**src/rtl/if_fetch_queue.sv**
```systemverilog
// Instruction fetch unit with a small in-order queue of fetched words, one outstanding request,
// and redirect handling. Define IF_QUEUE_BYPASS_EN to present a response on the cycle it arrives when the queue is empty.
module if_fetch_queue #(
   parameter logic [31:0] RESET_VECTOR = 32'h60000000,
   parameter int          QUEUE_DEPTH  = 4
) (
   input  logic        clk,
   input  logic        rst,
   input  logic        i_redirect,
   input  logic [31:0] i_redirect_pc,
   input  logic        id_stall,
   output logic [31:0] imem_addr,
   output logic [3:0]  imem_rmask,
   input  logic        imem_resp,
   input  logic [31:0] imem_rdata,
   output logic        o_valid,
   output logic [31:0] o_inst,
   output logic [31:0] o_pc,
   output logic [31:0] o_pc_next
);

   localparam int AW = $clog2(QUEUE_DEPTH);
   localparam int CW = AW + 1;
   localparam logic [CW-1:0] DEPTH_C  = CW'(QUEUE_DEPTH);
   localparam logic [31:0]   RESET_PC = {RESET_VECTOR[31:2], 2'b00};

   typedef enum logic [1:0] {
      IDLE = 2'd0,
      WAIT = 2'd1,
      DROP = 2'd2
   } fetch_state_t;

   fetch_state_t state;

   logic [31:0]   fetch_pc;
   logic [31:0]   req_pc;
   logic [31:0]   inst_q [QUEUE_DEPTH];
   logic [31:0]   pc_q   [QUEUE_DEPTH];
   logic [AW-1:0] head;
   logic [AW-1:0] tail;
   logic [CW-1:0] count;

   logic          issue;
   logic          resp_kept;
   logic          push;
   logic          pop;
   logic          q_valid;
   logic          bypass_hit;
   logic          bypass_take;
   logic [CW-1:0] inflight;
   logic          unused_pc_bits;

   assign unused_pc_bits = ^i_redirect_pc[1:0];

   // A request already in flight in WAIT reserves a queue slot, so a push can never overflow.
   always_comb begin
      resp_kept = (state == WAIT) && imem_resp && !i_redirect;
      inflight  = (state == WAIT) ? CW'(1) : '0;
      issue     = !rst && !i_redirect
                  && ((state == IDLE) || imem_resp)
                  && ((count + inflight) < DEPTH_C);
`ifdef IF_QUEUE_BYPASS_EN
      bypass_hit  = resp_kept && (count == '0);
      bypass_take = bypass_hit && !id_stall;
`else
      bypass_hit  = 1'b0;
      bypass_take = 1'b0;
`endif
      q_valid = (count != '0);
      push    = resp_kept && !bypass_take;
      pop     = q_valid && !id_stall && !i_redirect;
   end

   always_comb begin
      imem_addr  = fetch_pc;
      imem_rmask = issue ? 4'hF : 4'h0;
      o_valid    = q_valid || bypass_hit;
      o_inst     = 32'h0;
      o_pc       = 32'h0;
      if (q_valid) begin
         o_inst = inst_q[head];
         o_pc   = pc_q[head];
      end else if (bypass_hit) begin
         o_inst = imem_rdata;
         o_pc   = req_pc;
      end
      o_pc_next = o_valid ? (o_pc + 32'd4) : 32'h0;
   end

   always_ff @(posedge clk or posedge rst) begin
      if (rst) begin
         state    <= IDLE;
         fetch_pc <= RESET_PC;
         req_pc   <= RESET_PC;
      end else if (i_redirect) begin
         fetch_pc <= {i_redirect_pc[31:2], 2'b00};
         state    <= ((state != IDLE) && !imem_resp) ? DROP : IDLE;
      end else begin
         if (issue) begin
            fetch_pc <= fetch_pc + 32'd4;
            req_pc   <= fetch_pc;
         end
         case (state)
            IDLE: if (issue) state <= WAIT;
            WAIT,
            DROP: if (imem_resp) state <= issue ? WAIT : IDLE;
            default: state <= IDLE;
         endcase
      end
   end

   always_ff @(posedge clk or posedge rst) begin
      if (rst) begin
         head  <= '0;
         tail  <= '0;
         count <= '0;
      end else if (i_redirect) begin
         head  <= '0;
         tail  <= '0;
         count <= '0;
      end else begin
         if (push) tail <= tail + AW'(1);
         if (pop)  head <= head + AW'(1);
         case ({push, pop})
            2'b10:   count <= count + CW'(1);
            2'b01:   count <= count - CW'(1);
            default: count <= count;
         endcase
      end
   end

   // Entry storage needs no reset; outputs are masked whenever the queue is empty.
   always_ff @(posedge clk) begin
      if (push) begin
         inst_q[tail] <= imem_rdata;
         pc_q[tail]   <= req_pc;
      end
   end

endmodule

```
**config.mk**
```make
export PLATFORM = sky130hd
export DESIGN_NAME = if_fetch_queue
export DESIGN_NICKNAME = d
export VERILOG_FILES = /design/src/rtl/if_fetch_queue.sv
export SDC_FILE = /design/constraint.sdc
export NUM_CORES = 1
export LEC_CHECK = 0
export BUFFER_PORTS_ARGS = -buffer_cell sky130_fd_sc_hd__buf_4
export CAP_MARGIN = 20
export CORE_UTILIZATION = 25
export CTS_CLUSTER_SIZE = 10
export DETAILED_ROUTE_END_ITERATION = 6
export REMOVE_ABC_BUFFERS = 1
export SKIP_LAST_GASP = 1
export SLEW_MARGIN = 25
export SYNTH_ARGS = -nofsm -noshare
export SYNTH_HDL_FRONTEND = slang
export SYNTH_SLANG_ARGS = --single-unit
export TNS_END_PERCENT = 50
```
**constraint.sdc**
```tcl
create_clock -name clk -period 6.3 [get_ports clk]
set_clock_uncertainty 0.05 [all_clocks]
set_input_delay 0.315 -clock clk [delete_from_list [all_inputs] [get_ports clk]]
set_output_delay 0.315 -clock clk [all_outputs]
set_load 0.02 [all_outputs]
```
### Yosys cells after proc, flatten, opt, wreduce, memory -nomap -nowiden

Memories as Yosys holds them, arrays and structs flattened.
Cells that the tools add are included.

| storage, ports and cells | value |
|---|---|
| memories | 2 |
| output and inout port bits | 133 |
| memory bits (writable) | 256 |
| flip-flop bits (word level) | 73 |

| operators by class | value |
|---|---|
| reduce and logical (&&, ||, !) cells | 23 |
| muxes and demuxes | 21 |
| equal/unequal tests | 6 |
| $add $sub $neg | 7 |
| bitwise operators | 1 |
| magnitude comparators | 1 |

Memory list:

| name | words | width | rd ports | clocked after Yosys merged registers in | wr ports | line | RTL |
|---|---|---|---|---|---|---|---|
| inst_q | 4 | 32 | 1 | 0 | 1 | 37 | `logic [31:0] inst_q [QUEUE_DEPTH];` |
| pc_q | 4 | 32 | 1 | 0 | 1 | 38 | `logic [31:0] pc_q [QUEUE_DEPTH];` |

Operator list:

| cell | number |
|---|---|
| 32-bit two-way mux | 5 |
| 32-bit by 3-bit adder with 32-bit output (second input constant) | 2 |
| 2-bit two-way mux | 8 |
| 1-bit logical AND | 8 |
| 2-bit nonzero test | 4 |
| 3-bit inequality test (second input constant) | 2 |
| 3-bit case mux with 2 select lines | 1 |
| 3-bit nonzero test | 2 |
| 2-bit by 1-bit adder with 2-bit output (second input constant) | 2 |
| 2-bit by 1-bit == test with 1-bit output (second input constant) | 2 |
| 2-bit == test (second input constant) | 2 |
| 1-bit zero test | 4 |
| 1-bit two-way mux | 4 |
| 4-bit two-way mux | 1 |
| 2-bit case mux with 2 select lines | 1 |
| 2-bit AND reduction | 2 |
| 3-bit by 1-bit adder with 3-bit output | 1 |
| 3-bit by 1-bit adder with 3-bit output (second input constant) | 1 |
| 3-bit less-than comparator (second input constant) | 1 |
| 3-bit two-way mux | 1 |
| 3-bit by 1-bit subtractor with 3-bit output (second input constant) | 1 |
| 2-bit zero test | 1 |
| 2-bit OR reduction | 1 |
| 1-bit logical OR | 1 |
| 1-bit inverter | 1 |

### Depth between registers and ports, before layout

| depth | value |
|---|---|
| depth after elaboration | 9 |
| mapped depth | 11 |
| gate-level depth less buffers | 9 |

### Least setup slack after synthesis

Ideal clock, no wire load.

| path | value |
|---|---|
| path kind | register to output |
| start | reg count[0] |
| end | out o_pc_next[28] |
| cell stages (with the launch flop) | 12 |
| data required time | 5.935 ns |
| data arrival time | 2.928 ns |
| slack | 3.007 ns |
| cells stage by stage | dfrtp_1 -> nor3_1 -> inv_1 -> buf_6 -> clkbuf_1 -> and2_1 -> ha_1 -> and3_1 -> clkbuf_1 -> nand4_1 -> or4_1 -> a21oi_1 |

| between the ends | value |
|---|---|
| longest elaborated chain between the ends | 4 |

RTL lines:

| element | line | RTL |
|---|---|---|
| from (decl) | 41 | `logic [CW-1:0] count;` |
| from (signal assigned) | 125 | `2'b10: count <= count + CW'(1);` |
| from (signal assigned) | 126 | `2'b01: count <= count - CW'(1);` |
| from (signal assigned) | 127 | `default: count <= count;` |
| 3-bit nonzero test | 69 | `q_valid = (count != '0);` |
| 32-bit two-way mux | 80 | `if (q_valid) begin` |
| via o_pc[3] | 18 | `output logic [31:0] o_pc,` |
| 32-bit by 3-bit adder with 32-bit output | 87 | `o_pc_next = o_valid ? (o_pc + 32'd4) : 32'h0;` |
| 32-bit two-way mux | 87 |  |
| to (decl) | 19 | `output logic [31:0] o_pc_next` |

The timed path passes the listed nets, and every way through them passes these cells.

### Final worst setup path

| path | value |
|---|---|
| start | reg count[0] |
| end | out o_pc_next[27] |

| between the ends | value |
|---|---|
| longest elaborated chain between the ends | 4 |

RTL lines:

| element | line |
|---|---|
| 3-bit nonzero test * | 69 |
| 32-bit two-way mux | 80 |
| 32-bit by 3-bit adder with 32-bit output | 87 |
| 32-bit two-way mux * | 87 |

Every way passes the cells marked *; elsewhere a longest branch is shown, timed or not.

==> flow_metrics.tcl <==
set metrics [dict create \
    grt_max_degree 63 \
    grt_usage_pct 12.8 \
    p_leak_nw 6.58 \
    slew_violations 0 \
    total_power_mw 6.81 \
    fillCellCount 5267 \
    grt_overflow 0 \
    worst-r2r-setup-slack_ns 3.11 \
    fin_hold_ws_ns 0.124 \
    ir_drop_mv 0.164 \
    fin_tns_setup_ns 0 \
    fin_crit_sh_pct 75.1 \
    rsz0062_at_grt "no" \
    grt_pass1_vias 8913 \
    hp-class "input pin to register" \
    routed_wl_um 35900 \
    grt_pass1_wl_um 54200 \
    drt_iter0_markers 548 \
    ys.flop_type "edfxtp_1" \
    cp.required_ns 5.93 \
    die-area_um2 56100 \
    setup_ws_ns 1.57 \
    ys_types 51 \
    synth_edf_count 248 \
    synthCells 937 \
    cts_buffer_depth 3 \
    r2r_cells 9 \
    synth_seq_cells 317 \
    dpl.cell_count 1782 \
    die_x_um 237 \
    finalCriticalPeriod_ns 4.73 \
    stdcell_area_um2 17800 \
    yosys-top-cells-area "edfxtp_1 54%, dfrtp_1 12%, mux4_2 6.5%" \
    fp-row-count 85 \
    core_area_um2 54100 \
    maxCapViolCount 0 \
    crit_type "register to output pin" \
    synth-seq-area-share_pct 66.6 \
    cts-root-buf "clkbuf_16" \
    place_area_um2 15900 \
    vias 8679 \
    setup_viol 0 \
    postCtsSetupBuffers 0 \
    gp_congestion 0.788 \
    clkTransAtPathRegs_ns 0.05 \
    hold_depth 4 \
    hpwlAfterDp_um 23100 \
    io_buffers 193 \
    power-per-cell-area_nw_per_um2 383 \
    die_h_um 237 \
    numCtsBuffers 40 \
    critPathArrivalTime_ns 4.36 \
    ant_nets 0 \
    syn_to_final_growth_pct 29.1 \
    layout-drive-gt1-share_pct 25.6 \
    antenna_found_initial 1 \
    yosys_warnings 0 \
    cp-end-kind "output pin" \
    worstReg2RegStart "state[1]$_DFFE_PP0P_" \
    clk_latency_ns 0.55 \
    synth_top_area_cell "edfxtp_1" \
    start_kind "register" \
    final_core_util_pct 32.9 \
    synthArstFlopShare_pct 21.8 \
    worstMarginPinSlew_ns 1.03 \
    fin_nets 1271 \
    synth_top_area_share_pct 54.0 \
    cts_sinks 317 \
    drt_first_pass_iters 5 \
    hold_start "id_stall" \
    cts_htree_levels 2 \
    holdPathEnd "head[0]$_DFFE_PP0P_" \
    avgRoutedWirePerCell_um 18.7 \
    cts_tree "built" \
    syn_avg_cell_area_um2 14.7 \
    crit_fanout 46 \
    mappedNetlistArea_um2 13800 \
    timing.rr.end "imem_addr[28]$_DFFE_PP0P_" \
    stdcell_count 1915 \
    vias_per_cell 4.53 \
    pre_cts_ws_ns 2.04 \
    hold_violations 0 \
    outcome "finished clean" \
    initial_core_util_pct 25.5 \
    timing.slew.headroom_pct 31.1 \
    io_pins 202 \
    route.detailed.drc 0 \
    timing.fmax_ghz 0.211 \
]
[worst max-delay path by stage]
stage / slack, ns / end / startpoint / cells past startpoint
CTS: 1.42 / o_pc_next[27] / head[0]$_DFFE_PP0P_ / 8
detailed placement: 2.04 / o_pc_next[27] / head[0]$_DFFE_PP0P_ / 8
finish: 1.57 / o_pc_next[27] / count[0]$_DFFE_PP0P_ / 10
floorplan: 0.93 / o_pc_next[10] / count[0]$_DFFE_PP0P_ / 8
global placement: 2.01 / o_pc_next[27] / head[0]$_DFFE_PP0P_ / 8
global route: 1.27 / o_pc_next[27] / head[0]$_DFFE_PP0P_ / 8
[worst max-delay path, cell delays in order, from the launching register on]
cell and delay (ns):
dfrtp_1 0.48, nor3_2 0.08, buf_4 0.25, inv_2 0.67, buf_4 0.39, nand4_2 0.14
or2_1 0.28, or4_1 0.67, or4_1 0.45, a21oi_1 0.20, buf_4 0.17
[registers in the layout, summed over array words and instances (netlist names)]
name,cells
count,3
head,2
imem_addr,30
inst_q,128
pc_q,120
req_pc,30
state,2
tail,2
[final cells by class]
class | count | area [um^2] | share of cell area [%]
Clock buffer | 58 | 1110 | 6.24
Antenna cell | 1 | 2.50 | 0.0141
Inverter | 17 | 63.8 | 0.359
Multi-Input combinational cell | 548 | 4240 | 23.8
Sequential cell | 317 | 9190 | 51.6
Timing Repair Buffer | 268 | 2220 | 12.5
Clock inverter | 10 | 106 | 0.598
Tap cell | 696 | 871 | 4.89
[routing by layer]
layer	track usage [%]	part of all wire, %
met3	2.81	5.3
met4	5.88	3.7
met5	0	0
met1	16.6	45
met2	20.5	46
[report_power, final]
part | internal (mW) | switching, mW | total (mW)
Clock | 1.30 | 0.850 | 2.15
Combinational | 0.846 | 1.15 | 1.99
Sequential | 2.44 | 0.228 | 2.67
Total | 4.58 | 2.22 | 6.81
[kinds of logic after synthesis]
kind of cell	after synthesis	synth area share, %
other	1	0.0272
buffers and inverters	77	2.97
DFF	317	66.6
and+or+nand+nor	356	12.5
xor gates and xnor gates	28	1.78
AOI/OAI and AO/OA	80	3.90
adders and majority gates	10	0.962
muxes	68	11.3
[cells in the mapped netlist (all sizes together) (2+ instances only)]
master  number
edfxtp     248
nand2      142
and2        71
dfrtp       65
mux4        63
nor2        55
clkbuf      36
o21ai       30
buf         24
nand4       20
nor3        17
inv         16
nand3       16
xnor2       15
a221o       14
xor2        13
a21oi       12
and3        12
ha           9
o311ai       8
nor4         7
and4         6
a31oi        5
or3          5
dfstp        4
mux2i        3
o211ai       3
or4          3
a21o         2
mux2         2
o31ai        2
[layout by cell type, fill, tap and decap left out, types with 16 or more instances in the layout]
master | synthesis | layout
buf_4 | 11 | 200
o21ai_0 | 30 | 30
dlygate4sd3_1 | 0 | 64
mux4_1 | 23 | 23
nor2_1 | 55 | 55
clkbuf_1 | 32 | 16
nand4_1 | 19 | 19
clkbuf_16 | 0 | 42
and2_1 | 69 | 65
nor3_1 | 17 | 16
dfrtp_1 | 65 | 63
nand2_1 | 142 | 141
edfxtp_1 | 248 | 248
mux4_2 | 40 | 40
nand3_1 | 16 | 16
[timing repair]
item	4_1_cts	5_1_grt
hold buffers	64	0
hold endpoints to repair	187	0
resized for setup	0	0
No activity file was read; power rests on OpenSTA's default activity.
